==> src/rtl/sram_pkg.sv <==
// Shared types and constants for the SRAM arbiter between the 6809 CPU and the DMA engine.
package sram_pkg;

  localparam int ADDR_W_DEF = 15;
  localparam int DATA_W     = 8;

  // E-low cycle counter saturates here; also its value out of reset.
  localparam logic [7:0] E_CNT_MAX = 8'hff;

  typedef enum logic [2:0] {
    IDLE       = 3'd0,
    CPU        = 3'd1,
    DMA_SETUP  = 3'd2,
    DMA_STROBE = 3'd3,
    DMA_HOLD   = 3'd4
  } state_e;

  function automatic logic is_dma(input state_e s);
    return (s == DMA_SETUP) || (s == DMA_STROBE) || (s == DMA_HOLD);
  endfunction

endpackage

==> src/rtl/e_sync.sv <==
// Two-flop synchronizer bringing the 6809 E clock into the i_clk domain.
module e_sync (
  input  logic i_clk,
  input  logic i_rst_n,
  input  logic i_d,
  output logic o_q
);

  logic [1:0] sync_q;

  // Shift E through two flops; both clear on reset.
  always_ff @(posedge i_clk or negedge i_rst_n) begin
    if (!i_rst_n) begin
      sync_q <= 2'b00;
    end else begin
      sync_q <= {sync_q[0], i_d};
    end
  end

  assign o_q = sync_q[1];

endmodule

==> src/rtl/sram_arbiter.sv <==
// Shares one asynchronous SRAM between the 6809 CPU (E-high phase, priority) and a DMA
// requester that may only run a fixed three-cycle access inside the E-low phase.
module sram_arbiter
  import sram_pkg::*;
#(
  parameter int ADDR_W       = ADDR_W_DEF,
  parameter int E_LOW_CYCLES = 20
) (
  input  logic              i_clk,
  input  logic              i_rst_n,
  // CPU side
  input  logic              i_cpu_sel,
  input  logic              i_cpu_rw,
  input  logic              i_cpu_e,
  input  logic [ADDR_W-1:0] i_cpu_addr,
  input  logic [DATA_W-1:0] i_cpu_wdata,
  // DMA side
  input  logic              i_dma_req,
  input  logic              i_dma_we,
  input  logic [ADDR_W-1:0] i_dma_addr,
  input  logic [DATA_W-1:0] i_dma_wdata,
  output logic              o_dma_ack,
  output logic [DATA_W-1:0] o_dma_rdata,
  // SRAM side
  output logic [ADDR_W-1:0] o_sram_addr,
  output logic [DATA_W-1:0] o_sram_dout,
  output logic              o_sram_doe,
  input  logic [DATA_W-1:0] i_sram_din,
  output logic              o_WE,
  output logic              o_RE,
  output logic              o_CE,
  output logic              o_CE2
);

  // A DMA access takes three cycles, so it must start at least that far before E can rise.
  localparam int DMA_LIMIT = E_LOW_CYCLES - 3;

  logic              e_s;
  logic [7:0]        e_low_cnt;
  logic              dma_window;
  state_e            state_q, state_d;
  logic [ADDR_W-1:0] dma_addr_q;
  logic              dma_we_q;
  logic [DATA_W-1:0] dma_wdata_q;
  logic [DATA_W-1:0] dma_rdata_q;

  e_sync u_e_sync (
    .i_clk   (i_clk),
    .i_rst_n (i_rst_n),
    .i_d     (i_cpu_e),
    .o_q     (e_s)
  );

  // Count cycles spent in the current E-low phase, saturating.
  always_ff @(posedge i_clk or negedge i_rst_n) begin
    if (!i_rst_n) begin
      e_low_cnt <= E_CNT_MAX;
    end else if (e_s) begin
      e_low_cnt <= 8'd0;
    end else if (e_low_cnt != E_CNT_MAX) begin
      e_low_cnt <= e_low_cnt + 8'd1;
    end
  end

  assign dma_window = (int'(e_low_cnt) < DMA_LIMIT);

  // Next-state decision; CPU wins over DMA and a started DMA access always runs to completion.
  always_comb begin
    state_d = state_q;
    case (state_q)
      IDLE: begin
        if (e_s && i_cpu_sel) begin
          state_d = CPU;
        end else if (i_dma_req && !e_s && dma_window) begin
          state_d = DMA_SETUP;
        end
      end
      CPU: begin
        if (!e_s || !i_cpu_sel) begin
          state_d = IDLE;
        end
      end
      DMA_SETUP:  state_d = DMA_STROBE;
      DMA_STROBE: state_d = DMA_HOLD;
      DMA_HOLD:   state_d = IDLE;
      default:    state_d = IDLE;
    endcase
  end

  // State register.
  always_ff @(posedge i_clk or negedge i_rst_n) begin
    if (!i_rst_n) begin
      state_q <= IDLE;
    end else begin
      state_q <= state_d;
    end
  end

  // Capture the DMA command at grant so the requester may change it afterwards.
  always_ff @(posedge i_clk or negedge i_rst_n) begin
    if (!i_rst_n) begin
      dma_addr_q  <= '0;
      dma_we_q    <= 1'b0;
      dma_wdata_q <= '0;
    end else if (state_q == IDLE && state_d == DMA_SETUP) begin
      dma_addr_q  <= i_dma_addr;
      dma_we_q    <= i_dma_we;
      dma_wdata_q <= i_dma_wdata;
    end
  end

  // Read data is taken at the end of the strobe cycle and held until the next DMA read.
  always_ff @(posedge i_clk or negedge i_rst_n) begin
    if (!i_rst_n) begin
      dma_rdata_q <= '0;
    end else if (state_q == DMA_STROBE && !dma_we_q) begin
      dma_rdata_q <= i_sram_din;
    end
  end

  // SRAM strobes and bus muxing; everything decodes from state so reset idles the bus at once.
  always_comb begin
    o_WE        = 1'b1;
    o_RE        = 1'b0;
    o_CE        = 1'b1;
    o_CE2       = 1'b0;
    o_sram_doe  = 1'b0;
    o_sram_addr = dma_addr_q;
    o_sram_dout = dma_wdata_q;
    if (state_q == CPU) begin
      o_CE        = 1'b0;
      o_CE2       = 1'b1;
      o_WE        = i_cpu_rw;
      o_RE        = i_cpu_rw;
      o_sram_addr = i_cpu_addr;
      o_sram_dout = i_cpu_wdata;
      o_sram_doe  = ~i_cpu_rw;
    end else if (is_dma(state_q)) begin
      o_CE       = 1'b0;
      o_CE2      = 1'b1;
      o_sram_doe = dma_we_q;
      // Write pulses only in the middle cycle so address and data have setup and hold.
      o_WE = !(dma_we_q && state_q == DMA_STROBE);
      o_RE = !dma_we_q && (state_q == DMA_STROBE || state_q == DMA_HOLD);
    end
  end

  assign o_dma_ack   = (state_q == DMA_HOLD);
  assign o_dma_rdata = dma_rdata_q;

endmodule

==> config.mk <==
export PLATFORM = sky130hd
export DESIGN_NAME = sram_arbiter
export DESIGN_NICKNAME = d
export VERILOG_FILES = /design/src/rtl/sram_pkg.sv /design/src/rtl/e_sync.sv /design/src/rtl/sram_arbiter.sv
export SDC_FILE = /design/constraint.sdc
export NUM_CORES = 1
export LEC_CHECK = 0
export ABC_AREA = 1
export CORE_AREA = 2 2 74 76
export DETAILED_ROUTE_END_ITERATION = 12
export DIE_AREA = 0 0 76 78
export GPL_TIMING_DRIVEN = 0
export PLACE_DENSITY = 0.84
export REMOVE_ABC_BUFFERS = 1
export SETUP_SLACK_MARGIN = 0.1
export SLEW_MARGIN = 25
export SYNTH_ARGS = -nofsm -noshare
export SYNTH_HDL_FRONTEND = slang
export SYNTH_HIERARCHICAL = 1
export SYNTH_SLANG_ARGS = --single-unit
==> constraint.sdc <==
create_clock -name i_clk -period 2.7 [get_ports i_clk]
set_input_delay 0.405 -clock i_clk [delete_from_list [all_inputs] [get_ports i_clk]]
set_output_delay 0.405 -clock i_clk [all_outputs]
set_load 0.05 [all_outputs]
==> results of run 1 <==
[layout make-up]
cell class	instances	area (um^2)	area share
flip-flops and latches	45	1140	0.336
repair buffers	98	942	0.279
clock inverters	2	37.5	0.0111
well taps	70	87.6	0.0259
multi-input cells	239	1030	0.305
inverters	16	65.1	0.0192
clock buffers	6	82.6	0.0244
[cell usage in the layout (no fill, tap or decap), types with 2 or more instances in the layout]
cell             Yosys  layout
nand2_1            161     160
clkdlybuf4s50_1      0      68
nand3_1             44      44
dfrtp_1             37      37
nor2_1              15      15
inv_1               13      13
clkdlybuf4s15_1      0      13
clkbuf_2             0      11
dfstp_2              8       8
o21ai_0              7       7
clkbuf_8             0       6
nor2_4               3       3
nand2_4              1       2
clkinv_1             2       2
ha_1                 2       2
clkdlybuf4s15_2      0       2
[layer usage]
layer  share of wire  global-route usage  vias up
li1                -                   -     1164
met1            0.43               0.260     1065
met2            0.52               0.356       57
met3           0.033              0.0395        8
met4           0.014              0.0891        0
met5               0                   0        -
[through the flow]
| step | setup TNS, ns | instances | total power [mW] | cell area (um^2) | setup slack, ns |
|---|---|---|---|---|---|
| 6_report | 0 | 476 | 4.29 | 3380 | 0.243 |
| 4_1_cts | 0 | 476 | 4.31 | 3400 | 0.158 |
| 3_5_place_dp | -10.25 | 468 | 3.94 | 3300 | -0.511 |
| 2_1_floorplan | -0.252 | 300 | 2.97 | 2220 | -0.252 |
| 5_1_grt | 0 | 476 | 4.53 | 3380 | 0.101 |
| 3_3_place_gp | -8.87 | 467 | 3.89 | 3280 | -0.450 |
[where the power goes]
part	total, mW	internal, mW	switching, mW
Combinational	2.69	0.715	1.97
Clock	0.529	0.301	0.228
Sequential	1.07	0.924	0.145
Total	4.29	1.94	2.35
[sequential cells by signal, indices dropped and copies added, names as in the netlist]
| name | flops |
|---|---|
| dma_addr_q | 15 |
| o_dma_rdata | 8 |
| state_q | 3 |
| e_low_cnt | 8 |
| dma_wdata_q | 8 |
| dma_we_q | 1 |
| u_e_sync/sync_q | 2 |
[worst max-delay path: cells and delay by family (launching register included)]
| kind | cells | cell delay (ns) |
|---|---|---|
| buffers and inverters | 2 | 0.74 |
| AND/OR/NAND/NOR | 4 | 0.59 |
| flip-flops | 1 | 0.41 |
[worst max-delay path by stage]
| stage | to | slack, ns | cells after the start |
|---|---|---|---|
| global placement | o_RE | -0.45 | 6 |
| CTS | o_sram_doe | 0.16 | 7 |
| detailed placement | o_RE | -0.51 | 6 |
| global route | o_sram_dout[4] | 0.10 | 6 |
| finish | o_sram_dout[1] | 0.24 | 6 |
| floorplan | o_sram_doe | -0.25 | 5 |
[logic make-up (layout without fill, tap and decap cells)]
family	after synthesis	in the layout	synth area share
compound gates	9	9	0.0207
fa+ha+maj	2	2	0.0109
buf+inv	26	122	0.0599
flops	45	45	0.495
simple gates	228	228	0.414
[repair_timing]
action | in CTS | in global routing
gates resized for setup | 37 | 35
hold buffers | 0 | 0
endpoints found under the setup margin | 28 | 25
setup buffers | 0 | 0
==> metrics.cfg, run 1 <==
[status]
status = finished, final reports clean

[logic_synthesis]
ys_types = 21
yosysSeqAreaShare = 0.495
synthTopCellsByCount = nand2_1 (161), nand3_1 (44), dfrtp_1 (37), nor2_1 (15), inv_1 (13)
ys_seq_elements = 45
ys.flop_type = dfrtp_1
synthArstFlopShare = 1.00
yosysMostFrequentCell = nand2_1
ys_warn_count = 6
netlist.area_leader.share = 0.403
synth_largest_area_cell = dfrtp_1
syn_avg_cell_area_um2 = 7.41
synth-edff-count = 0
synth_area_um2 = 2300
syn_inst = 310
ys_top_cells_by_area = dfrtp_1 (40%), nand2_1 (26%), nand3_1 (9.6%)

[critical_path]
crit_required_ns = 2.30
start_kind = register
crit_type = register to primary output
regToRegSetupSlack_ns = 0.81
crit_top_cell = nand2_1
rr_endpoint = dma_wdata_q[6]
critPathMaxStageDelay_ns = 0.50
crit_fanout = 26
regToRegStartpoint = state_q[2]
crit_arrival_ns = 2.05
r2r_cells = 6
crit_path_start = state_q[2]
crit_chain = nor2_2 -> nand2_4 -> inv_6 -> nand2_1 -> nand2_1 -> clkdlybuf4s15_1
critPathCaptureType = primary output
crit_slowest_cell = clkdlybuf4s15_1

[drt]
dr.pass1.iters = 4
wl_per_cell_um = 12.6
num_vias = 2294
routed_wl_um = 6020
drc = 0
antenna_left = 0
drt_iter0_markers = 162
vias_per_cell = 4.82

[sta]
worstMarginPinSlew_ns = 0.640
setup_viol = 0
max_freq_mhz = 407
skew_ns = 0.00617
post-route-min-period_ns = 2.46
rsz0062_at_grt = false
drv_slew = 0
hold_violations = 0
relSlewSlack = 0.572
hold_slack_ns = 0.0887
finalCritPeriodShare = 0.910

[place]
globalplace.congestion = 0.851
numPortBuffers = 97
hpwl_um = 4300

[global_route]
antenna_found_initial = 0
grt_pass1_wl_um = 9830
grt_usage = 0.208
gr-total-overflow = 0
grt_pass1_vias = 2100
grt_max_degree = 27

[finish]
insertedDiodeCount = 0
area_delta_synth_final_pct = 47.2
num-nets-final = 468
post-route-util = 0.670
nFillCells = 411
drive_gt1_frac = 0.0985

[flow_run]
drv_cap = 0

[cts]
cts_tree = built
cts-buffers-inserted = 5
cts_root_buf = clkbuf_8
cts_sinks = 45
clock_latency_ns = 0.30
htree_num_levels = 2
clock_path_buffers = 2
path_clk_slew_ns = 0.08

[pwr]
ir_worst_vdd_mv = 0.648
power.density_nw_per_um2 = 1270
leakage_nw = 1.70

[floorplanning]
die_h_um = 78
pin_count = 98
initial_core_util = 0.455
rows = 26
coreArea_um2 = 5040
die_w_um = 76
die-area_um2 = 5930

[min_path]
hp-class = primary input to async pin

Note: power is estimated with default switching activity, not from simulation.
==> inputs of run 2 (changes only) <==
--- a/config.mk
+++ b/config.mk
@@ -10,7 +10,7 @@
 export DETAILED_ROUTE_END_ITERATION = 12
 export DIE_AREA = 0 0 76 78
 export GPL_TIMING_DRIVEN = 0
-export PLACE_DENSITY = 0.84
+export PLACE_DENSITY = 0.94
 export REMOVE_ABC_BUFFERS = 1
 export SETUP_SLACK_MARGIN = 0.1
 export SLEW_MARGIN = 25
==> run 2 against run 1 <==
Routed wire length rose by 2.2%. Global-route usage up 0.47 points. Worst hold slack got worse by 0.077 ns. Final cell count did not move. Design area is 0.52% higher. Critical path depth unchanged. Die area did not move. Non-clock buffer count is the same. Power is 0.65% higher. Fmax decreased by 2.5%. Critical endpoint is now o_WE. Highest routed layer unchanged.
==> metrics.cfg, run 2 (synthesis results as in run 1) <==
[status]
status = finished, final reports clean

[critical_path]
cp.depth = 6  ; unchanged
start_kind = register
r2r_cells = 6  ; unchanged
crit_slowest_cell = clkdlybuf4s15_1
regToRegStartpoint = state_q[1]
critPathCaptureType = primary output
crit_type = register to primary output
crit_path_start = state_q[1]
rr_endpoint = dma_addr_q[1]
critPathMaxStageDelay_ns = 0.52  ; +0.02 ns
crit_arrival_ns = 2.12  ; +0.07 ns
crit_required_ns = 2.30  ; about the same
crit_fanout = 26  ; unchanged
crit_family = buffers and inverters
regToRegSetupSlack_ns = 0.82  ; about the same
cp_num_buf_inv = 2  ; unchanged
crit_chain = nor2_2 -> nand2_4 -> inv_6 -> nand2_1 -> o21ai_0 -> clkdlybuf4s15_1
setup.worst_path.end = o_WE

[cts]
cts_root_buf = clkbuf_8
cts_sinks = 45  ; unchanged
clock_path_buffers = 2  ; unchanged
clock_latency_ns = 0.30  ; about the same
path_clk_slew_ns = 0.09  ; about the same
cts_tree = built
ctsHoldBuffers = 0  ; unchanged
cts-buffers-inserted = 5  ; unchanged
htree_num_levels = 2  ; unchanged

[floorplanning]
coreArea_um2 = 5040  ; unchanged
die_h_um = 78  ; unchanged
rows = 26  ; unchanged
die_w_um = 76  ; unchanged
pin_count = 98  ; unchanged
die-area_um2 = 5930  ; unchanged
initial_core_util = 0.455  ; unchanged

[global_route]
gr-total-overflow = 0  ; unchanged
grt_usage = 0.213  ; +0.00470
grt_pass1_vias = 2345  ; +12%
grt_pass1_wl_um = 10500  ; +6.4%
antenna_found_initial = 0  ; unchanged
grt_max_degree = 32  ; +19%

[drt]
wl_per_cell_um = 12.9  ; +2.2%
antenna_left = 0  ; unchanged
drt_iter0_markers = 94  ; -42%
drc = 0  ; unchanged
vias_per_cell = 4.84  ; +0.52%
dr.pass1.iters = 4  ; unchanged
num_vias = 2306  ; +0.52%
routed_wl_um = 6150  ; +2.2%

[finish]
final_common_cell = nand2_1
final_cell_mix = nand2_1 (160), clkdlybuf4s50_1 (68), nand3_1 (44)
post-route-util = 0.674  ; +0.00347
largest_reg_flops = 15  ; unchanged
nFillCells = 434  ; +5.6%
insertedDiodeCount = 0  ; unchanged
area_delta_synth_final_pct = 48.0
drive_gt1_frac = 0.0739  ; -0.0246
regMostFlops = dma_addr_q
num-nets-final = 468  ; unchanged

[sta]
setup_viol = 0  ; unchanged
worstMarginPinSlew_ns = 0.628  ; -0.0115 ns
hold_violations = 0  ; unchanged
max_freq_mhz = 397  ; -2.5%
relSlewSlack = 0.580  ; +0.00766
drv_slew = 0  ; unchanged
tns_ns = 0  ; unchanged
post-route-min-period_ns = 2.52  ; +0.0634 ns
skew_ns = 0.0116  ; +0.00545 ns
rsz0062_at_grt = true
finalCritPeriodShare = 0.933  ; +0.0235

[place]
globalplace.congestion = 0.902  ; +6.1%
hpwl_um = 4510  ; +4.8%
numPortBuffers = 97  ; unchanged

[flow_run]
drv_cap = 0  ; unchanged

[pwr]
ir_worst_vdd_mv = 0.613  ; -5.4%
leakage_nw = 1.71  ; +1.1%
power.density_nw_per_um2 = 1270  ; +0.13%

[min_path]
hp-class = primary input to async pin

[run 2: cell count changes in the layout (fill, tap and decap cells not counted)]
cell,before,now
clkbuf_1,0,1
dlymetal6s2s_1,1,2
dlygate4sd2_1,1,6
buf_16,1,0
clkdlybuf4s15_2,2,0
clkbuf_2,11,4
clkinvlp_4,1,0
clkdlybuf4s15_1,13,16
buf_12,0,1
[run 2: stage by stage]
stage	instance area, um^2	setup slack (ns)	total power [mW]	instances	hold WS, ns
6_report	3400	0.180	4.32	476	0.0114
2_1_floorplan	2220	-0.252	2.97	300	0.109
3_5_place_dp	3290	-0.561	3.96	468	0.336
3_3_place_gp	3280	-0.473	3.88	467	0.333
5_1_grt	3400	0.0116	4.57	476	0.0249
4_1_cts	3390	0.136	4.32	476	0.0170
[run 2: worst min path at each step]
stage,end,cells after the start,slack (ns),start
CTS,dma_wdata_q[2],1,0.02,i_rst_n
detailed placement,u_e_sync/sync_q[0],1,0.34,i_rst_n
finish,dma_wdata_q[2],1,0.01,i_rst_n
floorplan,dma_addr_q[0],0,0.11,i_rst_n
global placement,u_e_sync/sync_q[1],0,0.33,u_e_sync/sync_q[0]
global route,dma_wdata_q[2],1,0.02,i_rst_n
[run 2: metal layers]
metal,global-route usage,part of all wire,up-vias
li1,-,-,1155
met1,0.249,0.42,1067
met2,0.393,0.52,70
met3,0.0465,0.050,14
met4,0.0636,0.018,0
met5,0,0,-
[run 2: worst reg2reg max path, delay by kind of cell, from the launching register on]
| family | cells | cell delay (ns) |
|---|---|---|
| flip-flops | 1 | 0.43 |
| AND/OR/NAND/NOR | 6 | 1.35 |
[run 2: cell type report]
class / instances / area [um^2] / share of cell area
clock buffers: 7 / 86.3 / 0.0254
clock inverters: 1 / 30.0 / 0.00884
inverters: 16 / 65.1 / 0.0191
multi-input cells: 239 / 1030 / 0.303
flip-flops and latches: 45 / 1140 / 0.334
well taps: 70 / 87.6 / 0.0258
repair buffers: 98 / 963 / 0.284
[run 2: repair_timing]
item                                    in CTS  in global routing
endpoints found under the setup margin      28                 22
resized for setup                           31                 25
setup buffers                                0                  0
[run 2: report_power, final]
group	total, mW	internal [mW]	switching (mW)
Combinational	2.72	0.741	1.98
Clock	0.524	0.302	0.222
Sequential	1.07	0.924	0.145
Total	4.32	1.97	2.35
==> inputs of run 3 (changes only) <==
--- a/config.mk
+++ b/config.mk
@@ -6,9 +6,9 @@
 export NUM_CORES = 1
 export LEC_CHECK = 0
 export ABC_AREA = 1
-export CORE_AREA = 2 2 74 76
+export CORE_AREA = 3 3 75 77
 export DETAILED_ROUTE_END_ITERATION = 12
-export DIE_AREA = 0 0 76 78
+export DIE_AREA = 0 0 78 80
 export GPL_TIMING_DRIVEN = 0
 export PLACE_DENSITY = 0.94
 export REMOVE_ABC_BUFFERS = 1
==> run 3 against run 2 <==
Non-clock buffer count unchanged. Design area hardly changed. Sequential share of layout area is essentially flat. Final cell count unchanged. Utilization shrank 0.48 points. Clock power is 1% higher. Critical path depth fell by 1. Worst hold slack improved by 0.020 ns. Clock skew fell by 0.0090 ns. Critical path type unchanged. Highest routed layer unchanged.
==> metrics.cfg, run 3 (synthesis results as in run 1) <==
[cts]
path_clk_slew_ns = 0.08  ; about the same
clock_latency_ns = 0.29  ; about the same
clock_path_buffers = 2  ; unchanged
cts_root_buf = clkbuf_8
cts_tree = built
post_cts_buffers = 0  ; unchanged
cts_sinks = 45  ; unchanged
htree_num_levels = 2  ; unchanged
cts-buffers-inserted = 5  ; unchanged

[finish]
drive_gt1_frac = 0.0739  ; unchanged
final_cell_mix = nand2_1 (160), clkdlybuf4s50_1 (69), nand3_1 (44)
final_common_cell = nand2_1
regMostFlops = dma_addr_q
area_delta_synth_final_pct = 47.9  ; about the same
num-nets-final = 468  ; unchanged
largest_reg_flops = 15  ; unchanged
insertedDiodeCount = 0  ; unchanged
post-route-util = 0.669  ; -0.00481

[sta]
setup_viol = 0  ; unchanged
drv_slew = 0  ; unchanged
relSlewSlack = 0.595  ; +0.0152
max_freq_mhz = 400  ; +0.71%
post-route-min-period_ns = 2.50  ; -0.0178 ns
setup_slack_ns = 0.198  ; +0.0178 ns
hold_slack_ns = 0.0311  ; +0.0198 ns
skew_ns = 0.00266  ; -0.00897 ns
worstMarginPinSlew_ns = 0.606  ; -0.0228 ns
rsz0062_at_grt = false
hold_violations = 0  ; unchanged
finalCritPeriodShare = 0.927  ; -0.00659

[global_route]
grt_max_degree = 30  ; -6.3%
gr-total-overflow = 0  ; unchanged
grt_usage = 0.206  ; -0.00735
grt_pass1_vias = 2397  ; +2.2%
grt_pass1_wl_um = 10400  ; -0.46%
antenna_found_initial = 0  ; unchanged

[pwr]
ir_worst_vdd_mv = 0.638  ; +4.1%
power.density_nw_per_um2 = 1260  ; -0.83%
leakage_nw = 1.73  ; +1.2%

[floorplanning]
die_w_um = 78  ; +2.6%
coreArea_um2 = 5070  ; +0.65%
pin_count = 98  ; unchanged
die-area_um2 = 6240  ; +5.3%
die_h_um = 80  ; +2.6%
initial_core_util = 0.452  ; -0.00292
rows = 26  ; unchanged

[place]
pre_cts_ws_ns = -0.507  ; +0.0542 ns
hpwl_um = 4420  ; -1.9%
globalplace.congestion = 0.848  ; -6.1%
numPortBuffers = 97  ; unchanged

[critical_path]
crit_arrival_ns = 2.10  ; -0.02 ns
start_kind = register
crit_required_ns = 2.30  ; about the same
crit_type = register to primary output
crit_fanout = 25  ; -3.8%
critPathCaptureType = primary output

[drt]
drt_iter0_markers = 139  ; +48%
vias_per_cell = 4.90  ; +1.1%
wl_per_cell_um = 12.5  ; -3.3%
antenna_left = 0  ; unchanged
drc = 0  ; unchanged
dr.pass1.iters = 4  ; unchanged
routed_wl_um = 5950  ; -3.3%
num_vias = 2331  ; +1.1%

[min_path]
hp-class = primary input to async pin

[flow_run]
drv_cap = 0  ; unchanged

[status]
status = finished, final reports clean

==> run 3: cell count changes in the layout (fill, tap and decap cells not counted) <==
cell,before,now
clkdlybuf4s50_1,68,69
clkbuf_2,4,1
clkdlybuf4s15_1,16,0
clkinvlp_4,0,1
clkbuf_1,1,0
dlygate4sd2_1,6,23
clkdlybuf4s15_2,0,2
dlymetal6s2s_1,2,1
==> run 3: area by class of cell <==
cell class,count,area (um^2)
clock inverter,2,37.5
tap,70,87.6
clock buffer,6,82.6
fill,403,1680
inverter,16,65.1
timing repair buffer,98,957
multi-input combinational,239,1030
sequential,45,1140
==> run 3: worst paths after layout <==
kind,start,end,slack (ns),cells after the start
setup / recovery,state_q[1],o_CE,0.20,5
hold / removal,i_rst_n,o_dma_rdata[1],0.03,1
setup reg to reg,e_low_cnt[0],dma_addr_q[6],0.85,7
hold reg to reg,u_e_sync/sync_q[0],u_e_sync/sync_q[1],0.35,0
max in group asynchronous,i_rst_n,e_low_cnt[2],2.11,2
min in group i_clk,u_e_sync/sync_q[0],u_e_sync/sync_q[1],0.35,0
==> run 3: what timing repair did <==
item	in CTS	in global routing
gates resized for setup	36	2
hold buffers	0	0
gates cloned	0	0
setup endpoints to repair	28	2
==> run 3: power by group <==
group          total, mW  switching (mW)  leakage [nW]  internal, mW
clock network      0.530           0.229        0.0574         0.301
registers           1.07           0.150         0.542         0.925
logic               2.67            1.95          1.13         0.724
==> run 3: metrics by stage <==
stage	power, mW	area [um^2]	instances	setup TNS (ns)
final	4.28	3400	476	0
after CTS	4.32	3400	476	0
after global placement	3.88	3280	467	-8.71
after detailed placement	3.95	3290	468	-9.55
after floorplan	2.97	2220	300	-0.252
after global routing	4.54	3400	476	0
==> run 3: per-layer routing <==
layer,vias up,wire length (um),track usage
met1,1095,2460,0.230
met4,0,77,0.0629
met5,-,0,0
met3,10,356,0.0497
met2,72,3060,0.385
li1,1154,-,-
==> run 3: worst max-delay path: stages, from the launching register on <==
cell	delay, ns
dfrtp_1	0.41
nor2_2	0.08
nand2_4	0.24
nand3_1	0.17
inv_1	0.10
clkdlybuf4s50_1	0.80
